File: src/rtl/ro_freq_counter.sv
// ro_freq_counter
//
// This block measures the frequency of a ring oscillator. It counts rising
// edges of ro_in over a gate window of programmable length, measured in clk
// cycles. A measurement runs in three phases:
//   1. The oscillator is enabled for SETTLE_CYCLES so that it can stabilise.
//   2. Edges are counted for window_len cycles.
//   3. A one-cycle done pulse marks count and overflow as valid.
//
// Ports
//   clk         sole clock, rising edge
//   rst         asynchronous active-high reset
//   start       one-cycle measurement request, honoured only while idle
//   window_len  gate window length in clk cycles, latched when start is taken
//   ro_in       ring-oscillator output, asynchronous to clk
//   ro_en       oscillator enable (registered), high in SETTLE and COUNT
//   busy        high while a measurement is in progress
//   done        one-cycle pulse when count/overflow are valid
//   count       rising edges seen in the window, saturating at all-ones
//   overflow    set when an increment was attempted at all-ones
module ro_freq_counter #(
    parameter int CNT_W         = 16,
    parameter int WIN_W         = 16,
    parameter int SETTLE_CYCLES = 4,
    parameter int SYNC_STAGES   = 2
) (
    input  logic             clk,
    input  logic             rst,
    input  logic             start,
    input  logic [WIN_W-1:0] window_len,
    input  logic             ro_in,
    output logic             ro_en,
    output logic             busy,
    output logic             done,
    output logic [CNT_W-1:0] count,
    output logic             overflow
);

    typedef enum logic [1:0] {
        ST_IDLE   = 2'd0,
        ST_SETTLE = 2'd1,
        ST_COUNT  = 2'd2,
        ST_DONE   = 2'd3
    } state_t;

    localparam logic [7:0] SETTLE_LAST = 8'(SETTLE_CYCLES - 1);

    state_t             state_reg, state_next;
    logic [7:0]         settle_cnt_reg, settle_cnt_next;
    logic [WIN_W-1:0]   win_left_reg, win_left_next;
    logic               clear_meas;

    logic [SYNC_STAGES-1:0] sync_reg;
    logic               prev_reg;
    logic               rise;

    logic               ro_en_reg, busy_reg, done_reg, overflow_reg;
    logic [CNT_W-1:0]   count_reg;

    // ro_in synchronizer followed by a previous-value register. Both load in
    // every state, so the edge detector already holds history when COUNT
    // begins. A level that is steady on entry therefore cannot be mistaken
    // for an edge.
    always_ff @(posedge clk or posedge rst) begin
        if (rst) begin
            sync_reg <= '0;
            prev_reg <= 1'b0;
        end else begin
            sync_reg <= {sync_reg[SYNC_STAGES-2:0], ro_in};
            prev_reg <= sync_reg[SYNC_STAGES-1];
        end
    end

    assign rise = sync_reg[SYNC_STAGES-1] & ~prev_reg;

    // State and phase counters
    always_ff @(posedge clk or posedge rst) begin
        if (rst) begin
            state_reg      <= ST_IDLE;
            settle_cnt_reg <= '0;
            win_left_reg   <= '0;
        end else begin
            state_reg      <= state_next;
            settle_cnt_reg <= settle_cnt_next;
            win_left_reg   <= win_left_next;
        end
    end

    // win_left_reg holds the number of COUNT cycles still to run, including
    // the current one. COUNT therefore exits when it reaches 1.
    always_comb begin
        state_next      = state_reg;
        settle_cnt_next = settle_cnt_reg;
        win_left_next   = win_left_reg;
        clear_meas      = 1'b0;
        case (state_reg)
            ST_IDLE: begin
                if (start) begin
                    clear_meas      = 1'b1;
                    win_left_next   = window_len;
                    settle_cnt_next = '0;
                    state_next      = (window_len == '0) ? ST_DONE : ST_SETTLE;
                end
            end
            ST_SETTLE: begin
                if (settle_cnt_reg == SETTLE_LAST) begin
                    state_next = ST_COUNT;
                end else begin
                    settle_cnt_next = settle_cnt_reg + 8'd1;
                end
            end
            ST_COUNT: begin
                win_left_next = win_left_reg - 1'b1;
                if (win_left_reg == WIN_W'(1)) begin
                    state_next = ST_DONE;
                end
            end
            ST_DONE: begin
                state_next = ST_IDLE;
            end
            default: begin
                state_next = ST_IDLE;
            end
        endcase
    end

    // Status outputs are decoded from the next state and then registered, so
    // they line up with the state register without any combinational glitches.
    always_ff @(posedge clk or posedge rst) begin
        if (rst) begin
            ro_en_reg <= 1'b0;
            busy_reg  <= 1'b0;
            done_reg  <= 1'b0;
        end else begin
            ro_en_reg <= (state_next == ST_SETTLE) || (state_next == ST_COUNT);
            busy_reg  <= (state_next != ST_IDLE);
            done_reg  <= (state_next == ST_DONE);
        end
    end

    // Edge counter. It saturates at all-ones and flags overflow. The result
    // is held until the next accepted start.
    always_ff @(posedge clk or posedge rst) begin
        if (rst) begin
            count_reg    <= '0;
            overflow_reg <= 1'b0;
        end else if (clear_meas) begin
            count_reg    <= '0;
            overflow_reg <= 1'b0;
        end else if ((state_reg == ST_COUNT) && rise) begin
            if (&count_reg) begin
                overflow_reg <= 1'b1;
            end else begin
                count_reg <= count_reg + 1'b1;
            end
        end
    end

    assign ro_en    = ro_en_reg;
    assign busy     = busy_reg;
    assign done     = done_reg;
    assign count    = count_reg;
    assign overflow = overflow_reg;

endmodule
File: config.mk
export PLATFORM = sky130hd
export DESIGN_NAME = ro_freq_counter
export DESIGN_NICKNAME = d
export VERILOG_FILES = /design/src/rtl/ro_freq_counter.sv
export SDC_FILE = /design/constraint.sdc
export NUM_CORES = 1
export LEC_CHECK = 0
export CORE_MARGIN = 10
export CORE_UTILIZATION = 30
export DETAILED_ROUTE_END_ITERATION = 10
export DONT_BUFFER_PORTS = 1
export PLACE_DENSITY_LB_ADDON = 0.1
export SKIP_LAST_GASP = 1
export SYNTH_ARGS = -nofsm -noshare
export SYNTH_HDL_FRONTEND = slang
export SYNTH_SLANG_ARGS = --single-unit
File: constraint.sdc
create_clock -name clk -period 2.1 [get_ports clk]
set_input_delay 0.21 -clock clk [delete_from_list [all_inputs] [get_ports clk]]
set_output_delay 0.21 -clock clk [all_outputs]
set_load 0.02 [all_outputs]
==> metrics, run 1 <==
Hold/Removal Path Class=input port to flop; worst path cell trace=or4_4 > or4b_4 > o311ai_2 > nor3b_1; Arrival @ worst endpoint=2.19 ns; setup ws final=0.111 ns; Clk pwr share=18.8%; Max IR drop VDD=555 uV; Crit path max-delay family=simple AND/OR/NAND/NOR gates; Fmax=503 MHz; WL met3=384 um; Final Setup Violations=0; post-placement setup slack=0.0557 ns; share of layout cells above drive strength 1=18.4%; mapped cell area=2700 um2; CP Class=flop to flop; H-Tree Depth=2; total CTS buffers=5; Root Driver=clkbuf_8; Yosys warning count=0; vias per cell=5.44; ys flop type=dfrtp_1; Syn Nets=303; ANT nets after route=0; Final min period=1.99 ns; Iter 0 DRT Violations=107; Tot GR Track Use=11.6%; Synth Area in Compound Gates=17.2%; crit path launch type=flop; fill count=903; Post-Synth Adder-Cell Area=2.78%; simple-gate share of the synthesized area=25.2%; clk buf depth=2; first-pass GRT wire length=12500 um; antenna violations before repair=0; Synth cell types=56; RSZ-0062 raised after global routing=true; Buf/Inv on CP=0; Synth Area in XOR/XNOR=1.62%; Sw Share=38.0%; vias in the first global route=2182; status=finished, final reports clean; nets=336; ANT cells=0; CTS Sinks=49; DR WL/cell=17.7 um; 1st-pass router iterations=4; # DRC=0; Crit path largest cell delay=0.56 ns; Core Region=8720 um2; Clock transition at path regs=0.10 ns; global placer's final weighted congestion=0.783; drt total wl=7420 um; count leader, synth=dfrtp_1; Crit path required time=2.31 ns; top cells by count, synth=dfrtp_1 (49), nand2_1 (30), nand3_1 (13), nor2_1 (13), inv_1 (11); Die Y=115 um; post-synthesis mux area share=3.34%; Met1 Wirelength=3660 um; top cells by area, synth=dfrtp_1 (45%), nand2_1 (4.2%), mux2i_1 (3.3%); Post-synth EDFFs=0; Internal=2.18 mW; largest family of logic cells by synthesized area=simple AND/OR/NAND/NOR gates; Syn Area/Cell=9.73 um2; placed insts=409; Slew @ Worst Pin=0.662 ns; period utilization=94.7%; Max Slew Vio Count=0; Worst Setup End Kind=flop; Leak=1.43 nW; worst skew pair latency=0.30 ns; synthesized flop and latch total=49; Synth area leader=dfrtp_1; Final Core Density=36.4%; top layer used by detailed routing=met4; relative slew slack=55.8%; final hold violations=0; Site Rows=34; FFs w/ async S/R, synth=100%; max-cap violations=0; dpl hpwl=5510 um; post-synthesis sequential area ratio=45.5%; die width=115 um; Power per Cell Area=1110 nW/um2; post-synth top area share=45.5%; CTS tree=yes; largest net degree at the start of global routing=50; Final Skew=0.0138 ns; Comb pwr share=40.8%; post-route insts no fill=418; num ports=40; routed wl met2=3320 um; Slowest-stage cell, CP=or4b_4; number of port buffers=0; via count=2273; GRT Residual Overflow=0; Net Switching=1.34 mW; critical path peak fanout=4; Starting Density=30.9%; Syn Inst Count=277; die area=13200 um2; Min Hold Slack=0.0366 ns; sequential share of power=40.4%; area delta synth->final=17.7%
[cell usage in the layout (no fill, tap or decap), types with 3 or more instances in the layout]
master    instances
o31ai_1           4
o21ai_0           9
a31oi_1           3
and4_1            3
nand2_1          30
nand4_1           7
nor4_1            6
nand3_1          13
nor2b_1           5
a21oi_1           9
nor3_1            9
o211ai_1          6
clkbuf_8          5
nand2b_1          4
buf_4            37
xor2_1            5
o311ai_0          3
inv_1            10
and2_1            5
a41oi_1           3
nor2_1           13
mux2i_1           9
ha_1              6
or4_1             3
dfrtp_1          49
and3_1            8
[through the flow]
| stage | TNS [ns] | total power [mW] | instance area (um2) |
|---|---|---|---|
| 2_1_floorplan | 0 | 2.36 | 2700 |
| 3_3_place_gp | 0 | 2.86 | 3040 |
| 3_5_place_dp | 0 | 2.86 | 3040 |
| 4_1_cts | 0 | 3.56 | 3160 |
| 5_1_grt | -0.0332 | 3.84 | 3170 |
| 6_report | 0 | 3.52 | 3170 |
[path summary, 6_finish.rpt]
| kind | startpoint | to | slack (ns) | cells after the start |
|---|---|---|---|---|
| worst max-delay path | win_left_reg[9] | win_left_reg[14] | 0.11 | 4 |
| worst min-delay path | window_len[11] | win_left_reg[11] | 0.04 | 2 |
| worst max register to register | win_left_reg[9] | win_left_reg[14] | 0.11 | 4 |
| worst min register to register | sync_reg[0] | sync_reg[1] | 0.36 | 0 |
| max in group asynchronous | rst | settle_cnt_reg[6] | 1.11 | 3 |
| min in group asynchronous | rst | count[0] | 0.52 | 3 |
[logic make-up after synthesis]
kind of cell             count (synthesis)
adder cells (fa/ha/maj)                  6
flip-flops                              49
buffers and inverters                   24
XOR/XNOR                                 5
AND/OR/NAND/NOR                        122
multiplexers                             9
AO/OA/AOI/OAI                           62
[repair_timing]
| item | in CTS | in global routing |
|---|---|---|
| hold endpoints to repair | 40 | 0 |
| setup buffers | 0 | 0 |
| setup endpoints to repair | 0 | 3 |
| hold buffers | 2 | 0 |
| gates resized for setup | 0 | 2 |
[layer usage]
layer / up-vias / global-route usage, %
met2: 37 / 16.7
met5: - / 0
met4: 0 / 2.72
li1: 1117 / -
met1: 1117 / 17.2
met3: 2 / 2.76
[final cells by class]
cell class	instances	area [um2]	share of cell area, %
Timing Repair Buffer	39	298	9.38
Clock buffer	5	68.8	2.17
Clock inverter	2	35.0	1.10
Sequential cell	49	1230	38.6
Inverter	11	41.3	1.30
Multi-Input combinational cell	204	1370	43.1
Tap cell	108	135	4.26
[power by group through the flow]
stage	logic [mW]	clock network (mW)	registers, mW
floorplan	0.930	0	1.43
global placement	1.42	0	1.44
detailed placement	1.43	0	1.43
CTS	1.44	0.697	1.42
global route	1.64	0.736	1.47
finish	1.44	0.660	1.42
Note: power is estimated with default switching activity, not from simulation.
==> run 2: changes to the inputs <==
GPL_TIMING_DRIVEN = 0   (was unset)
clock period = 2.5 ns   (was 2.1 ns; I/O delays follow)
==> metrics, run 2 (synthesis gave the netlist of run 1 again) <==
H-Tree Depth=2 (unchanged); relative slew slack=32.5% (-23 points); Leak=1.28 nW (-11%); Post-CTS Setup Bufs=0 (unchanged); num ports=40 (unchanged); most frequent cell on the critical path=nand3_1; period utilization=90.4% (-4.4 points); Slowest-stage cell, CP=nor3_1; ANT cells=0 (unchanged); commonest cells after routing, fill and taps aside=dfrtp_1 (49), nand2_1 (30), nor2_1 (13), nand3_1 (13), inv_1 (10); vias per cell=5.56 (+2.3%); 1st-pass router iterations=4 (unchanged); Clock transition at path regs=0.09 ns (about the same); die width=115 um (unchanged); total CTS buffers=5 (unchanged); Reg-to-Reg Start=win_left_reg[4]; total power=2.81 mW (-20%); Endpoint, Worst Hold=win_left_reg[13]; vias in the first global route=2142 (-1.8%); CTS tree=yes; Die Y=115 um (unchanged); Final min period=2.26 ns (+0.270 ns); worst path cell trace=nor3_1 > nand3_1 > or4_2 > nand3_1; Worst R2R Path Depth=4 (unchanged); Root Driver=clkbuf_8; Slew @ Worst Pin=1.00 ns (+0.341 ns); Max IR drop VDD=564 uV (+1.6%); share of layout cells above drive strength 1=7.99% (-10 points); number of port buffers=0 (unchanged); Final Setup Violations=0 (unchanged); Buf/Inv on CP=0 (unchanged); Fmax=443 MHz (-12%); via count=2203 (-3.1%); reg2reg end=win_left_reg[10]; clk buf depth=2 (unchanged); final hold violations=0 (unchanged); Worst Hold Depth=2 (unchanged); fill count=907 (+0.44%); status=finished, final reports clean; nets=313 (-6.8%); commonest non-fill, non-tap cell in the layout=dfrtp_1; HP Start=window_len[13]; Min Hold Slack=0.0612 ns (+0.0246 ns); flop2flop setup slack=0.24 ns (+0.13 ns); CTS Sinks=49 (unchanged); post-placement setup slack=0.0832 ns (+0.0275 ns); # DRC=0 (unchanged); dpl hpwl=5700 um (+3.5%); largest net degree at the start of global routing=34 (-32%); global placer's final weighted congestion=0.741 (-5.3%); critical path peak fanout=8 (+4); Final Core Density=34.1% (-2.2 points); first-pass GRT wire length=12300 um (-1.8%); ANT nets after route=0 (unchanged); Iter 0 DRT Violations=88 (-18%); Final Skew=0.00902 ns (-0.00480 ns); Crit path max-delay family=simple AND/OR/NAND/NOR gates; setup_tns=0 ns (unchanged); Crit path required time=2.74 ns (+0.43 ns); worst skew pair latency=0.30 ns (about the same); Hold/Removal Path Class=input port to flop; Core Region=8720 um2 (unchanged); Max Slew Vio Count=0 (unchanged); Power per Cell Area=943 nW/um2 (-15%); die area=13200 um2 (unchanged); max-cap violations=0 (unchanged); Starting Density=30.9% (unchanged); RSZ-0062 raised after global routing=false; DR WL/cell=19.4 um (+9.3%); CP Class=flop to flop; antenna violations before repair=0 (unchanged); Worst Setup End Kind=flop; Site Rows=34 (unchanged); Crit path largest cell delay=0.68 ns (+0.12 ns); setup ws final=0.241 ns (+0.130 ns); GRT Residual Overflow=0 (unchanged); Arrival @ worst endpoint=2.50 ns (+0.31 ns); Tot GR Track Use=11.7% (+0.067 points); drt total wl=7680 um (+3.5%); crit path launch type=flop; area delta synth->final=10.4%
==> run 2: through the flow <==
| stage | instances | instance area [um2] |
|---|---|---|
| finish | 396 | 2980 |
| global placement | 385 | 2830 |
| global route | 396 | 2980 |
| floorplan | 277 | 2700 |
| detailed placement | 386 | 2850 |
| CTS | 396 | 2970 |
==> run 2: layer usage <==
metal | part of all wire (%) | up-vias | global-route usage [%]
met4 | 1.4 | 0 | 3.47
met3 | 5.4 | 8 | 3.54
met2 | 45 | 48 | 17.8
li1 | - | 1068 | -
met1 | 48 | 1079 | 15.7
met5 | 0 | - | 0
==> run 2: what timing repair did <==
action / CTS / global route
hold buffers: 2 / 0
gates resized for setup: 0 / 1
hold endpoints to repair: 17 / 0
setup endpoints to repair: 0 / 2
==> run 2: worst max path at each step <==
stage	to	slack, ns	from	cells past startpoint
2_1_floorplan	win_left_reg[14]	0.54	win_left_reg[9]	4
3_3_place_gp	win_left_reg[10]	0.10	win_left_reg[0]	6
3_5_place_dp	win_left_reg[10]	0.08	win_left_reg[0]	6
4_1_cts	win_left_reg[10]	0.06	win_left_reg[0]	6
5_1_grt	win_left_reg[10]	0.05	win_left_reg[4]	4
6_report	win_left_reg[10]	0.24	win_left_reg[4]	4
==> run 2: power by group <==
part	total, mW	switching, mW	internal, mW
logic	1.03	0.606	0.425
clock network	0.528	0.277	0.251
registers	1.25	0.252	0.997
total	2.81	1.14	1.67
==> run 2: worst register-to-register path, delay by kind of cell, from the launching register on <==
family           cells  cell delay, ns
AND/OR/NAND/NOR      4            1.75
flip-flops           1            0.45
==> run 2: area by class of cell <==
type | instances | area (um2) | share of cell area (%)
Timing Repair Buffer | 3 | 40.0 | 1.34
Multi-Input combinational cell | 204 | 1360 | 45.6
Sequential cell | 49 | 1230 | 41.2
Inverter | 11 | 41.3 | 1.39
Buffer | 13 | 76.3 | 2.56
Tap cell | 108 | 135 | 4.54
Clock inverter | 1 | 5.00 | 0.168
Clock buffer | 7 | 96.3 | 3.24
